===== src/rtl/ctrl_pkg.sv =====
// ============================================================
// ctrl_pkg : opcodes, ALU-op / write-back codes, control bundle
// Rev 1.0
// ============================================================
`default_nettype none

package ctrl_pkg;

  localparam logic [6:0] OP_LOAD   = 7'b0000011;
  localparam logic [6:0] OP_STORE  = 7'b0100011;
  localparam logic [6:0] OP_RTYPE  = 7'b0110011;
  localparam logic [6:0] OP_BRANCH = 7'b1100011;
  localparam logic [6:0] OP_IMM    = 7'b0010011;
  localparam logic [6:0] OP_LUI    = 7'b0110111;
  localparam logic [6:0] OP_JAL    = 7'b1101111;
  localparam logic [6:0] OP_JALR   = 7'b1100111;

  localparam logic [2:0] ALU_IMM   = 3'd0;
  localparam logic [2:0] ALU_ADDR  = 3'd1;
  localparam logic [2:0] ALU_RTYPE = 3'd2;
  localparam logic [2:0] ALU_CMP   = 3'd3;
  localparam logic [2:0] ALU_PASSB = 3'd4;

  localparam logic [1:0] WB_ALU = 2'd0;
  localparam logic [1:0] WB_MEM = 2'd1;
  localparam logic [1:0] WB_PC4 = 2'd2;

  typedef struct packed {
    logic [2:0] alu_op;
    logic       alu_src;
    logic       branch;
    logic       jump;
    logic       jalr;
    logic       mem_read;
    logic       mem_write;
    logic       reg_write;
    logic [1:0] wb_sel;
  } ctrl_bundle_t;

  localparam ctrl_bundle_t BUBBLE = '0;

endpackage

`default_nettype wire


===== src/rtl/ctrl_decode.sv =====
// ============================================================
// ctrl_decode : combinational opcode -> control bundle decode
// Rev 1.0
// ============================================================
`default_nettype none

module ctrl_decode
  import ctrl_pkg::*;
#(
  parameter int SUPPORT_JUMP = 1
) (
  input  logic         valid,
  input  logic [6:0]   opcode,
  output ctrl_bundle_t ctrl,
  output logic         illegal,
  output logic         uses_rs2
);

  always_comb begin
    ctrl     = BUBBLE;
    illegal  = 1'b0;
    uses_rs2 = (opcode == OP_RTYPE) || (opcode == OP_STORE) || (opcode == OP_BRANCH);
    if (valid) begin
      case (opcode)
        OP_LOAD: begin
          ctrl.alu_op = ALU_ADDR; ctrl.alu_src = 1'b1; ctrl.mem_read = 1'b1;
          ctrl.reg_write = 1'b1;  ctrl.wb_sel = WB_MEM;
        end
        OP_STORE: begin
          ctrl.alu_op = ALU_ADDR; ctrl.alu_src = 1'b1; ctrl.mem_write = 1'b1;
        end
        OP_RTYPE: begin
          ctrl.alu_op = ALU_RTYPE; ctrl.reg_write = 1'b1; ctrl.wb_sel = WB_ALU;
        end
        OP_BRANCH: begin
          ctrl.alu_op = ALU_CMP; ctrl.branch = 1'b1;
        end
        OP_IMM: begin
          ctrl.alu_op = ALU_IMM; ctrl.alu_src = 1'b1; ctrl.reg_write = 1'b1;
        end
        OP_LUI: begin
          ctrl.alu_op = ALU_PASSB; ctrl.alu_src = 1'b1; ctrl.reg_write = 1'b1;
        end
        OP_JAL: begin
          if (SUPPORT_JUMP != 0) begin
            ctrl.jump = 1'b1; ctrl.reg_write = 1'b1; ctrl.wb_sel = WB_PC4;
          end else begin
            illegal = 1'b1;
          end
        end
        OP_JALR: begin
          if (SUPPORT_JUMP != 0) begin
            ctrl.jump = 1'b1; ctrl.jalr = 1'b1; ctrl.alu_src = 1'b1;
            ctrl.alu_op = ALU_ADDR; ctrl.reg_write = 1'b1; ctrl.wb_sel = WB_PC4;
          end else begin
            illegal = 1'b1;
          end
        end
        default: illegal = 1'b1;
      endcase
    end
  end

endmodule

`default_nettype wire


===== src/rtl/pipe_ctrl_unit.sv =====
// ============================================================
// pipe_ctrl_unit : ID/EX/MEM/WB control staging, load-use hazard, illegal counter
// Rev 1.0
// ============================================================
`default_nettype none

module pipe_ctrl_unit
  import ctrl_pkg::*;
#(
  parameter int ALUOP_W      = 3,
  parameter int SUPPORT_JUMP = 1,
  parameter int CNT_W        = 8
) (
  input  logic               clk,
  input  logic               rst_n,
  input  logic               id_valid,
  input  logic [6:0]         id_opcode,
  input  logic [2:0]         id_funct3,
  input  logic [4:0]         id_rs1,
  input  logic [4:0]         id_rs2,
  input  logic [4:0]         id_rd,
  input  logic               stall_ext,
  input  logic               flush,
  output logic               hazard_stall,
  output logic [ALUOP_W-1:0] ex_alu_op,
  output logic               ex_alu_src,
  output logic               ex_branch,
  output logic               ex_jump,
  output logic               ex_jalr,
  output logic [4:0]         ex_rd,
  output logic               mem_read,
  output logic               mem_write,
  output logic [2:0]         mem_funct3,
  output logic               wb_reg_write,
  output logic [1:0]         wb_sel,
  output logic [4:0]         wb_rd,
  output logic               illegal,
  output logic [CNT_W-1:0]   illegal_cnt
);

  typedef struct packed {
    ctrl_bundle_t ctrl;
    logic [4:0]   rd;
    logic [2:0]   funct3;
  } ex_stage_t;

  typedef struct packed {
    logic       mem_read;
    logic       mem_write;
    logic [2:0] funct3;
    logic       reg_write;
    logic [1:0] wb_sel;
    logic [4:0] rd;
  } mem_stage_t;

  typedef struct packed {
    logic       reg_write;
    logic [1:0] wb_sel;
    logic [4:0] rd;
  } wb_stage_t;

  ctrl_bundle_t w_dec_ctrl;
  logic         w_dec_illegal;
  logic         w_dec_uses_rs2;
  logic         w_squash;
  ex_stage_t    w_id_stage;
  ex_stage_t    r_ex;
  mem_stage_t   r_mem;
  wb_stage_t    r_wb;

  ctrl_decode #(
    .SUPPORT_JUMP (SUPPORT_JUMP)
  ) u_decode (
    .valid    (id_valid),
    .opcode   (id_opcode),
    .ctrl     (w_dec_ctrl),
    .illegal  (w_dec_illegal),
    .uses_rs2 (w_dec_uses_rs2)
  );

  assign hazard_stall = id_valid & r_ex.ctrl.mem_read & (r_ex.rd != 5'd0) &
                        ((r_ex.rd == id_rs1) | (w_dec_uses_rs2 & (r_ex.rd == id_rs2)));
  assign w_squash = stall_ext | hazard_stall | flush;

  // rd and funct3 are zeroed whenever the instruction does not use them
  always_comb begin
    w_id_stage = '0;
    if (!w_squash) begin
      w_id_stage.ctrl   = w_dec_ctrl;
      w_id_stage.rd     = w_dec_ctrl.reg_write ? id_rd : 5'd0;
      w_id_stage.funct3 = (w_dec_ctrl.mem_read | w_dec_ctrl.mem_write) ? id_funct3 : 3'd0;
    end
  end

  always_ff @(posedge clk) begin
    if (!rst_n) begin
      r_ex        <= '0;
      r_mem       <= '0;
      r_wb        <= '0;
      illegal     <= 1'b0;
      illegal_cnt <= '0;
    end else begin
      r_ex  <= w_id_stage;
      r_mem <= '{mem_read:  r_ex.ctrl.mem_read,  mem_write: r_ex.ctrl.mem_write,
                 funct3:    r_ex.funct3,         reg_write: r_ex.ctrl.reg_write,
                 wb_sel:    r_ex.ctrl.wb_sel,    rd:        r_ex.rd};
      r_wb  <= '{reg_write: r_mem.reg_write, wb_sel: r_mem.wb_sel, rd: r_mem.rd};
      illegal <= w_dec_illegal & ~w_squash;
      if (w_dec_illegal && !w_squash && !(&illegal_cnt))
        illegal_cnt <= illegal_cnt + CNT_W'(1);
    end
  end

  assign ex_alu_op    = ALUOP_W'(r_ex.ctrl.alu_op);
  assign ex_alu_src   = r_ex.ctrl.alu_src;
  assign ex_branch    = r_ex.ctrl.branch;
  assign ex_jump      = r_ex.ctrl.jump;
  assign ex_jalr      = r_ex.ctrl.jalr;
  assign ex_rd        = r_ex.rd;
  assign mem_read     = r_mem.mem_read;
  assign mem_write    = r_mem.mem_write;
  assign mem_funct3   = r_mem.funct3;
  assign wb_reg_write = r_wb.reg_write;
  assign wb_sel       = r_wb.wb_sel;
  assign wb_rd        = r_wb.rd;

endmodule

`default_nettype wire

===== config.mk =====
export PLATFORM = sky130hd
export DESIGN_NAME = pipe_ctrl_unit
export DESIGN_NICKNAME = d
export VERILOG_FILES = /design/src/rtl/ctrl_pkg.sv /design/src/rtl/ctrl_decode.sv /design/src/rtl/pipe_ctrl_unit.sv
export SDC_FILE = /design/constraint.sdc
export NUM_CORES = 1
export LEC_CHECK = 0
export ABC_AREA = 1
export BUFFER_PORTS_ARGS = -buffer_cell sky130_fd_sc_hd__buf_2
export CAP_MARGIN = 10
export CELL_PAD_IN_SITES_DETAIL_PLACEMENT = 0
export CELL_PAD_IN_SITES_GLOBAL_PLACEMENT = 2
export CORE_ASPECT_RATIO = 1.5
export CORE_MARGIN = 4
export CORE_UTILIZATION = 29
export CTS_CLUSTER_SIZE = 14
export DETAILED_ROUTE_END_ITERATION = 6
export PLACE_DENSITY_LB_ADDON = 0.1
export SYNTH_ARGS = -nofsm -noshare
export SYNTH_HDL_FRONTEND = slang
export SYNTH_SLANG_ARGS = --single-unit

===== constraint.sdc =====
create_clock -name clk -period 3.59 [get_ports clk]
set_input_delay 0.359 -clock clk [delete_from_list [all_inputs] [get_ports clk]]
set_output_delay 0.359 -clock clk [all_outputs]
set_load 0.02 [all_outputs]

==> results of run 1 <==
## critical path, delay by kind of cell (launching register included)
kind                   cells  cell delay [ns]
AO/OA/AOI/OAI              1             0.17
buffers and inverters      2             0.21
flip-flops                 1             0.38
AND/OR/NAND/NOR            4             0.67
## metal layers
layer | part of all wire | GRT usage | routed length [µm] | vias up
li1 | - | - | - | 946
met1 | 0.41 | 0.1282 | 1936 | 761
met2 | 0.53 | 0.2168 | 2515 | 48
met3 | 0.052 | 0.03130 | 250 | 5
met4 | 0.016 | 0.04513 | 75 | 0
met5 | 0 | 0 | 0 | -
## cell type report
cell class / count / area, µm²
Sequential cell: 50 / 1001
Tap cell: 97 / 121.4
Timing Repair Buffer: 64 / 320.3
Inverter: 61 / 229.0
Fill cell: 783 / 4446
Clock inverter: 3 / 28.78
Multi-Input combinational cell: 159 / 775.7
Clock buffer: 5 / 68.82
## cell families (layout without fill, tap and decap cells)
| group | count (synthesis) | after routing | share of synthesized area |
|---|---|---|---|
| xor gates and xnor gates | 6 | 6 | 0.02490 |
| AOI/OAI and AO/OA | 9 | 9 | 0.02727 |
| adders and majority gates | 1 | 1 | 0.005927 |
| DFF | 50 | 50 | 0.4742 |
| buffers and inverters | 76 | 133 | 0.1583 |
| and+or+nand+nor | 143 | 143 | 0.3094 |
## power by group through the flow
| stage | clock network (mW) | logic [mW] | registers, mW |
|---|---|---|---|
| after CTS | 0.371 | 0.0692 | 0.559 |
| after global routing | 0.394 | 0.0774 | 0.560 |
| final | 0.348 | 0.0676 | 0.559 |
| after global placement | 0 | 0.0684 | 0.572 |
| after detailed placement | 0 | 0.0688 | 0.572 |
| after floorplan | 0 | 0.0365 | 0.575 |
## stage by stage
step,cell area (µm²),utilization,hold WS (ns),power [mW]
after floorplan,2111,-,0.3905,0.6111
after global placement,2447,0.3501,0.3939,0.6407
after detailed placement,2447,0.3501,0.3974,0.6411
after CTS,2545,0.3641,0.2373,0.9994
after global routing,2545,0.3641,0.2366,1.031
final,2545,0.3641,0.2518,0.9752
## worst max-delay path by stage
stage / startpoint / end / slack, ns / cells past startpoint
floorplan: id_opcode[2] / hazard_stall / 2.00 / 9
global placement: id_opcode[2] / r_ex[10] / 1.62 / 13
detailed placement: id_opcode[2] / r_ex[10] / 1.60 / 13
CTS: ex_rd[1] / hazard_stall / 1.45 / 7
global route: ex_rd[1] / hazard_stall / 1.38 / 7
finish: ex_rd[1] / hazard_stall / 1.51 / 7
## cell usage after synthesis (2+ instances only)
library cell               count  area share
sky130_fd_sc_hd__nor2_1       46       0.082
sky130_fd_sc_hd__clkbuf_1      3      0.0053
sky130_fd_sc_hd__nand4_1       7       0.021
sky130_fd_sc_hd__nor3_1        6       0.014
sky130_fd_sc_hd__nand2_2       3      0.0089
sky130_fd_sc_hd__xor2_1        4       0.017
sky130_fd_sc_hd__or2_2         2      0.0059
sky130_fd_sc_hd__nor2_4        2       0.011
sky130_fd_sc_hd__nand3_1       8       0.019
sky130_fd_sc_hd__buf_4        11       0.039
sky130_fd_sc_hd__nor3_2        3       0.014
sky130_fd_sc_hd__nand2_1      60        0.11
sky130_fd_sc_hd__a21oi_1       4      0.0095
sky130_fd_sc_hd__dfxtp_1      50        0.47
sky130_fd_sc_hd__xnor2_1       2      0.0083
sky130_fd_sc_hd__inv_1        60        0.11
sky130_fd_sc_hd__nand3_2       2      0.0095
sky130_fd_sc_hd__o21bai_1      4       0.014
## flip-flops by register name, indices dropped and copies added, names as in the netlist, 2 cells and up
signal       count
wb_sel           2
illegal_cnt      8
mem_funct3       3
r_mem            8
ex_rd            5
ex_alu_op        3
r_ex             8
wb_rd            5
==> impl_results.md, run 1 <==
* H-Tree Level Count at 2
* Most common library cell in the layout ignoring fill and taps: sky130_fd_sc_hd__buf_2
* Combinational power share at 0.069
* Total of flip-flops plus latches after synthesis at 50
* Gates resized, CTS repair at 0
* Sink of the worst hold path: ex_jalr
* Cell-by-cell trace of the critical path: or2_2, a21oi_1, nand3_1, nand2_1, nand2_4, inv_1, buf_2
* Actual slew at the worst max-slew pin at about 0.54 ns
* Fraction of power spent switching nets at 0.2537
* Fin cells at 439
* Antenna violations before repair at 0
* Critical hold path startpoint: id_opcode[3]
* Vias at around 1800
* IO buf count at 64
* Proportion of synthesized chip area in sequential cells at 0.4742
* Number of cell rows at 37
* Worst path max stage delay at 0.38 ns
* Die Span Y at between 100 and 150 µm
* Yosys Warn Count at 0
* Power density over the cells at approximately 380 nW/µm²
* TritonCTS sink count at 50
* Category of the worst setup path launch point: register
* Worst path setup slack after routing at 1.511 ns
* Depth of the worst register-to-register path at 9
* Total Die Area at ~8700 µm²
* Setup Slack @ Placement at approximately 1.6 ns
* Reg2Reg Capture Point: r_ex[10]
* Starting density of the core at 0.3020
* Most instantiated flip-flop cell in the synthesis netlist: sky130_fd_sc_hd__dfxtp_1
* Arrival time reported for the critical path endpoint at 1.72 ns
* Last weighted congestion value of the routability-driven placer at 0.7693
* Syn avg cell area at between 7 and 8 µm²
* Number of pins exceeding their max-slew limit in the final report at 0
* Clock group share of total power at 0.357
* Synthesis-to-layout area growth at 20.57%
* Routed WL per cell at 10.88 µm
* Slowest stage cell, crit path: sky130_fd_sc_hd__dfxtp_1
* Grt ovf at 0
* Count of flip-flops with a built-in enable after synthesis at 0
* Number of global-route vias before repair at about 1700
* Buffers inserted during post-CTS setup optimization at 0
* Final worst path period need at 2.079 ns
* Number of stages on the worst hold path at 2
* Clock latency on the worst-skew pair at 0.30 ns
* Netlist cell types at 26
* Root cell of the clock tree: sky130_fd_sc_hd__clkbuf_8
* Max rail drop VDD at between 0.15 and 0.2 mV
* Cells after DPL at roughly 430
* Number of I/O pins at 65
* ANT nets after route at 0
* Gate count after technology mapping at approximately 290
* X dimension of the die at roughly 78 µm
* Share of layout cells above drive strength 1 at 0.2544
* Final Skew at ~0.0043 ns
* Number of DRC violations after detailed-routing iteration 0 at 69
* Maximum root-to-sink buffer count at 2
* Unrepaired setup endpoints after global routing: no
* Final hold viol count at 0
* Clock Pin Slew Worst Setup and Hold Paths at around 0.10 ns
* Total routing usage reported by global routing at 0.1187
* Internal power component at ~730 µW
* Sequential fraction of design power at 0.573
* Pin count of the biggest net entering global routing at 27
* Max-cap violations at 0
* Path category of the worst min-delay check: primary input to register
* N_diodes at 0
* Source of the worst register-to-register timing path: ex_rd[1]
* Vias per inst at 4.009
* Number of buffers inserted for hold repair after clock tree synthesis at 0
* TritonCTS clock tree: yes
* Net switching power of the design at roughly 250 µW
* Post-DP HPWL at between 3 and 4 mm
* Net count after synthesis at about 320
* Count of nets after finishing at around 370
* Reg2Reg Setup Slack at ~1.8 ns
* Final Routed Wirelength at ~4.8 mm
* Synth Cell Area at about 2100 µm²
* Cell leakage power at 1.452 nW
* CTS buffer count at 5
* Highest achievable clock rate at 0.4811 GHz
* Crit path capture type: output port
* Number of endpoints failing setup at the final stage at 0
* Headroom to the max-slew limit at 0.6415
* Endpoint required time on the critical path at around 3.2 ns
* Result of the run: finished clean
* Proportion of register bits with asynchronous set or reset after synthesis at 0
* Total iterations of the first detailed-routing run at 4
* Maximum fanout encountered on the critical timing path at 8
* First-pass GRT wire length at around 8 mm
* Core area at between 6000 and 7000 µm²
* Setup total negative slack at 0 ns
* Post-route fraction of the period consumed by the critical path at 0.5790
* Category of the most critical setup path: register to output port
* Number of design rule violations left after detail routing at 0
* Commonest cells after routing, fill and taps aside: 64 x sky130_fd_sc_hd__buf_2, 60 x sky130_fd_sc_hd__inv_1, 60 x sky130_fd_sc_hd__nand2_1, 50 x sky130_fd_sc_hd__dfxtp_1, 46 x sky130_fd_sc_hd__nor2_1
(Power assumes the default switching activity.)
==> run 2: changes to the inputs <==
--- a/config.mk
+++ b/config.mk
@@ -12,7 +12,7 @@
 export CELL_PAD_IN_SITES_GLOBAL_PLACEMENT = 2
 export CORE_ASPECT_RATIO = 1.5
 export CORE_MARGIN = 4
-export CORE_UTILIZATION = 29
+export CORE_UTILIZATION = 25
 export CTS_CLUSTER_SIZE = 14
 export DETAILED_ROUTE_END_ITERATION = 6
 export PLACE_DENSITY_LB_ADDON = 0.1
==> constraint.sdc (replaced) <==
create_clock -name clk -period 1.8 [get_ports clk]
set_input_delay 0.18 -clock clk [delete_from_list [all_inputs] [get_ports clk]]
set_output_delay 0.18 -clock clk [all_outputs]
set_load 0.02 [all_outputs]
==> run 2 against run 1 <==
  * Via count rose by 2.0%
  * Largest power group unchanged
  * Critical path type unchanged
  * Global-route usage decreased by 1.6 points
  * First-iteration DRC count down 58%
  * Clock skew up 0.0013 ns
  * Sequential share of layout area fell by 1.8 points
  * Worst setup slack worse by 1.4 ns
==> impl_results.md, run 2 (synthesis results as in run 1) <==
* Result of the run: finished clean
* Path category of the worst min-delay check: primary input to register
* Total Power at 2.226 mW (+130%)
* Depth of the worst register-to-register path at 10 (+1)
* Category of the most critical setup path: register to output port
* Max rail drop VDD at 0.4569 mV (+190%)
* Die Span Y at 120.5 µm (+7.2%)
* Pin count of the biggest net entering global routing at 26 (-3.7%)
* Number of cell rows at 40 (+8.1%)
* Synthesis-to-layout area growth at 26.79%
* Last weighted congestion value of the routability-driven placer at 0.8167 (+6.2%)
* Worst path max stage delay at 0.33 ns (-0.05 ns)
* Total iterations of the first detailed-routing run at 4 (unchanged)
* Commonest cells after routing, fill and taps aside: 63 x sky130_fd_sc_hd__buf_2, 59 x sky130_fd_sc_hd__inv_1, 59 x sky130_fd_sc_hd__nand2_1, 48 x sky130_fd_sc_hd__dfxtp_1, 46 x sky130_fd_sc_hd__nor2_1
* Final hold viol count at 0 (unchanged)
* Number of global-route vias before repair at 1710 (-2.2%)
* Regs by FF count: illegal_cnt x8, r_ex x8, r_mem x8
* Worst path setup slack after routing at 0.1035 ns (-1.408 ns)
* Crit path capture type: output port
* Gates resized, CTS repair at 0 (unchanged)
* Post-DP HPWL at 3.987 mm (+7.1%)
* Number of stages on the worst hold path at 2 (unchanged)
* Arrival time reported for the critical path endpoint at 1.52 ns (-0.20 ns)
* Endpoint required time on the critical path at 1.62 ns (-1.61 ns)
* X dimension of the die at 83.03 µm (+6.9%)
* Final Routed Wirelength at 5.071 mm (+6.1%)
* Antenna violations before repair at 0 (unchanged)
* H-Tree Level Count at 2 (unchanged)
* Headroom to the max-slew limit at 0.7549 (+0.1135)
* CTS buffer count at 5 (unchanged)
* Worst hold slack after final layout at 0.09195 ns (-0.1599 ns)
* Total Die Area at 10010 µm² (+15%)
* Slowest stage cell, crit path: sky130_fd_sc_hd__dfxtp_2
* Setup Slack @ Placement at 0.03622 ns (-1.566 ns)
* Share of layout cells above drive strength 1 at 0.2837 (+0.02928)
* Buffers inserted during post-CTS setup optimization at 0 (unchanged)
* Vias at 1795 (+2.0%)
* N_diodes at 0 (unchanged)
* TritonCTS sink count at 50 (unchanged)
* Clock Pin Slew Worst Setup and Hold Paths at 0.07 ns (-0.03 ns)
* Post-route fraction of the period consumed by the critical path at 0.9425
* Number of I/O pins at 65 (unchanged)
* Unrepaired setup endpoints after global routing: no
* Vias per inst at 3.954 (-1.4%)
* Category of the worst setup path launch point: register
* Final worst path period need at approximately 1.7 ns
* Number of DRC violations after detailed-routing iteration 0 at 29 (-58%)
* Maximum fanout encountered on the critical timing path at 8 (unchanged)
* Routed WL per cell at 11.17 µm (+2.6%)
* Grt ovf at 0 (unchanged)
* Number of pins exceeding their max-slew limit in the final report at 0 (unchanged)
* Highest achievable clock rate at 0.5895 GHz
* Setup total negative slack at 0 ns (unchanged)
* Number of endpoints failing setup at the final stage at 0 (unchanged)
* Maximum root-to-sink buffer count at 2 (unchanged)
* Power density over the cells at 831.9 nW/µm² (+120%)
* Number of buffers inserted for hold repair after clock tree synthesis at 0 (unchanged)
* Core area at 8108 µm² (+16%)
* Final Skew at 0.005564 ns (+0.001254 ns)
* Total routing usage reported by global routing at 0.1026 (-0.01602)
* ANT nets after route at 0 (unchanged)
* Root cell of the clock tree: sky130_fd_sc_hd__clkbuf_16
* Cell leakage power at 1.511 nW (+4.1%)
* Starting density of the core at 0.2603 (-0.04161)
* IO buf count at 64 (unchanged)
* Cell-by-cell trace of the critical path: or2_2, a21oi_2, nand3_1, nand2_2, nand2_4, inv_2, buf_6
* Actual slew at the worst max-slew pin at 0.3660 ns (-0.1718 ns)
* Most common library cell in the layout ignoring fill and taps: sky130_fd_sc_hd__buf_2
* Clock latency on the worst-skew pair at 0.29 ns (about the same)
* TritonCTS clock tree: yes
* First-pass GRT wire length at 8.031 mm (-1.0%)
* Count of nets after finishing at 379 (+1.9%)
* Number of design rule violations left after detail routing at 0 (unchanged)
* Max-cap violations at 0 (unchanged)
## run 2: routing by layer
metal  vias to the layer above  wire, µm  track usage
li1                        957         -            -
met1                       787      1965       0.1008
met2                        43      2733       0.1948
met3                         8       261      0.03067
met4                         0       110      0.04703
met5                         -         0            0
## run 2: power breakdown
part	internal, mW	switching [mW]	total, mW
logic	0.0583	0.0863	0.145
clock network	0.528	0.439	0.967
registers	1.11	0.00417	1.11
## run 2: final timing paths
kind / startpoint / endpoint / slack (ns)
worst min register to register: r_ex[1] / mem_funct3[1] / 0.41
worst min-delay path: id_opcode[3] / ex_jalr / 0.09
worst max-delay path: ex_rd[1] / hazard_stall / 0.10
worst max register to register: illegal_cnt[1] / illegal_cnt[5] / 0.18
## run 2: worst max-delay path: cells and delay by family, from the launching register on
| family | cells | cell delay (ns) |
|---|---|---|
| simple gates | 4 | 0.57 |
| flops | 1 | 0.33 |
| buf+inv | 2 | 0.17 |
| compound gates | 1 | 0.15 |
## run 2: cell type report
cell class | instances | area [µm²]
tap | 105 | 131.4
clock inverter | 3 | 26.28
clock buffer | 5 | 125.1
fill | 929 | 5431
multi-input combinational | 159 | 782.0
sequential | 50 | 1003
timing repair buffer | 71 | 379.1
inverter | 61 | 229.0
## run 2: through the flow
stage | cells | utilization | instance area, µm²
after CTS | 454 | 0.3282 | 2661
final | 454 | 0.3301 | 2676
after detailed placement | 446 | 0.3096 | 2510
after global routing | 454 | 0.3301 | 2676
after floorplan | 285 | - | 2111
after global placement | 446 | 0.3096 | 2510
==> run 3: changes to the inputs <==
--- a/config.mk
+++ b/config.mk
@@ -16,6 +16,7 @@
 export CTS_CLUSTER_SIZE = 14
 export DETAILED_ROUTE_END_ITERATION = 6
 export PLACE_DENSITY_LB_ADDON = 0.1
+export SETUP_SLACK_MARGIN = 0.5
 export SYNTH_ARGS = -nofsm -noshare
 export SYNTH_HDL_FRONTEND = slang
 export SYNTH_SLANG_ARGS = --single-unit
==> run 3 against run 2 <==
  * Via count grew 1.6%
  * Largest power group unchanged
  * Clock power grew 13%
  * Wire length grew 1.9%
  * Final cell count grew 2.0%
  * Sequential cell count is the same
  * Worst hold slack lost 0.0074 ns
  * Highest routed layer unchanged
  * Non-clock buffer count grew 8
  * Critical path type unchanged
  * Critical path depth grew 1
  * First-iteration DRC count grew 34%
==> impl_results.md, run 3 (synthesis results as in run 1) <==
* Number of DRC violations after detailed-routing iteration 0 at 39 (+34%)
* Fin cells at 463 (+2.0%)
* Number of buffers inserted for hold repair after clock tree synthesis at 0 (unchanged)
* H-Tree Level Count at 2 (unchanged)
* Max-cap violations at 0 (unchanged)
* Starting density of the core at 0.2603 (unchanged)
* Number of global-route vias before repair at 1767 (+3.3%)
* X dimension of the die at 83.03 µm (unchanged)
* Result of the run: finished clean
* Number of cell rows at 40 (unchanged)
* Worst hold slack after final layout at 0.08453 ns (-0.007421 ns)
* Routed wl met3 at 232 µm (-11%)
* Max rail drop VDD at 0.3577 mV (-22%)
* IO buf count at 64 (unchanged)
* Total routing usage reported by global routing at 0.1095 (+0.006837)
* Grt ovf at 0 (unchanged)
* Commonest cells after routing, fill and taps aside: 63 x sky130_fd_sc_hd__buf_2, 57 x sky130_fd_sc_hd__nand2_1, 55 x sky130_fd_sc_hd__inv_1, 40 x sky130_fd_sc_hd__dfxtp_1, 37 x sky130_fd_sc_hd__nor2_1
* Setup total negative slack at 0 ns (unchanged)
* Post-DP HPWL at 3.896 mm (-2.3%)
* Unrepaired setup endpoints after global routing: yes
* Number of inserted filler cells in the final layout at 930 (+0.11%)
* Category of the most critical setup path: register to output port
* Antenna violations before repair at 0 (unchanged)
* Regs by FF count: illegal_cnt x8, r_ex x8, r_mem x8
* CTS buffer count at 5 (unchanged)
* TritonCTS sink count at 50 (unchanged)
* Total Die Area at 10010 µm² (unchanged)
* Post-route fraction of the period consumed by the critical path at 0.9236 (-0.01885)
* Maximum root-to-sink buffer count at 2 (unchanged)
* ANT nets after route at 0 (unchanged)
* Final hold viol count at 0 (unchanged)
* Setup Slack @ Placement at 0.09510 ns (+0.05888 ns)
* Final Routed Wirelength at 5.166 mm (+1.9%)
* Highest achievable clock rate at 0.6015 GHz (+2.0%)
* Most common library cell in the layout ignoring fill and taps: sky130_fd_sc_hd__buf_2
* Vias per inst at 3.940 (-0.36%)
* Path category of the worst min-delay check: primary input to register
* Clock latency on the worst-skew pair at 0.29 ns (about the same)
* Final standard cell utilization of the core at 0.3713 (+0.04120)
* Share of layout cells above drive strength 1 at 0.3966 (+0.1130)
* N_diodes at 0 (unchanged)
* Category of the worst setup path launch point: register
* Die Span Y at 120.5 µm (unchanged)
* Number of design rule violations left after detail routing at 0 (unchanged)
* Routed met2 length at 2.731 mm (about the same)
* Actual slew at the worst max-slew pin at 0.4278 ns (+0.06177 ns)
* Last weighted congestion value of the routability-driven placer at 0.7368 (-9.8%)
* Number of endpoints failing setup at the final stage at 0 (unchanged)
* Final Skew at 0.005080 ns (-0.0004842 ns)
* Arrival time reported for the critical path endpoint at 1.48 ns (-0.04 ns)
* Vias at 1824 (+1.6%)
* Count of nets after finishing at 388 (+2.4%)
* Headroom to the max-slew limit at 0.7136 (-0.04136)
* Endpoint required time on the critical path at 1.62 ns (about the same)
* Number of pins exceeding their max-slew limit in the final report at 0 (unchanged)
* Synthesis-to-layout area growth at 42.62%
* Total iterations of the first detailed-routing run at 4 (unchanged)
* Cell leakage power at 1.634 nW (+8.1%)
* Number of I/O pins at 65 (unchanged)
* Clock Pin Slew Worst Setup and Hold Paths at 0.07 ns (about the same)
* Routed WL per cell at 11.16 µm (-0.11%)
* Root cell of the clock tree: sky130_fd_sc_hd__clkbuf_16
* Maximum fanout encountered on the critical timing path at 4 (-4)
* Worst path setup slack after routing at 0.1375 ns (+0.03394 ns)
* Power density over the cells at 785.6 nW/µm² (-5.6%)
* Crit path capture type: output port
* TritonCTS clock tree: yes
* Core area at 8108 µm² (unchanged)
* Length of routed wiring on met1 at 2.108 mm (+7.3%)
* Highest metal used: met4
* Cells after DPL at 444 (-0.45%)
* Final worst path period need at 1.663 ns (-0.03394 ns)
* Pin count of the biggest net entering global routing at 26 (unchanged)
* First-pass GRT wire length at 8.652 mm (+7.7%)
run 3: changes by cell type in the layout (fill, tap and decap cells not counted), sizes merged:
| cell | delta |
|---|---|
| nand2 | +1 |
| inv | -2 |
| clkinv | +1 |
| buf | +8 |
| bufinv | +1 |
run 3: through the flow:
step | cell area [µm²] | power (mW)
after global routing | 3010 | 2.486
after floorplan | 2163 | 1.218
after global placement | 2560 | 1.285
after detailed placement | 2560 | 1.285
after CTS | 2892 | 2.407
final | 3010 | 2.365
run 3: critical path: stages (launching register included):
cell	delay, ns
sky130_fd_sc_hd__dfxtp_4	0.35
sky130_fd_sc_hd__or2_4	0.22
sky130_fd_sc_hd__a21oi_2	0.13
sky130_fd_sc_hd__nand3_1	0.09
sky130_fd_sc_hd__nand2_2	0.08
sky130_fd_sc_hd__nand2_4	0.05
sky130_fd_sc_hd__buf_12	0.12
sky130_fd_sc_hd__clkinv_4	0.04
sky130_fd_sc_hd__buf_6	0.10
run 3: cell type report:
cell class	count	area, µm²	area share
Clock inverter	3	43.79	0.01455
Sequential cell	50	1036	0.3441
Multi-Input combinational cell	160	957.2	0.3180
Timing Repair Buffer	79	483.0	0.1604
Inverter	61	234.0	0.07772
Clock buffer	5	125.1	0.04156
Tap cell	105	131.4	0.04364
run 3: path summary, 6_finish.rpt:
path             from              to  slack [ns]  cells past startpoint
max          ex_rd[1]    hazard_stall        0.14                      8
min          id_rd[3]        ex_rd[3]        0.08                      3
max reg2reg  ex_rd[1]  illegal_cnt[7]        0.20                     12
min reg2reg   r_ex[0]   mem_funct3[0]        0.41                      2
run 3: what timing repair did:
item	4_1_cts	5_1_grt
cloned	1	0
gates resized for setup	26	22
pin swaps	13	9
setup endpoints to repair	30	30
buffers inserted	6	4
run 3: power breakdown:
part | switching (mW) | internal (mW) | total (mW)
combinational | 0.103 | 0.0696 | 0.172
clock | 0.430 | 0.659 | 1.09
sequential | 0.00467 | 1.10 | 1.10
total | 0.538 | 1.83 | 2.36
run 3: layer usage:
layer,GRT usage,vias to the layer above
met5,0,-
met4,0.04601,0
met3,0.02795,7
met2,0.1993,39
met1,0.1192,798
li1,-,980
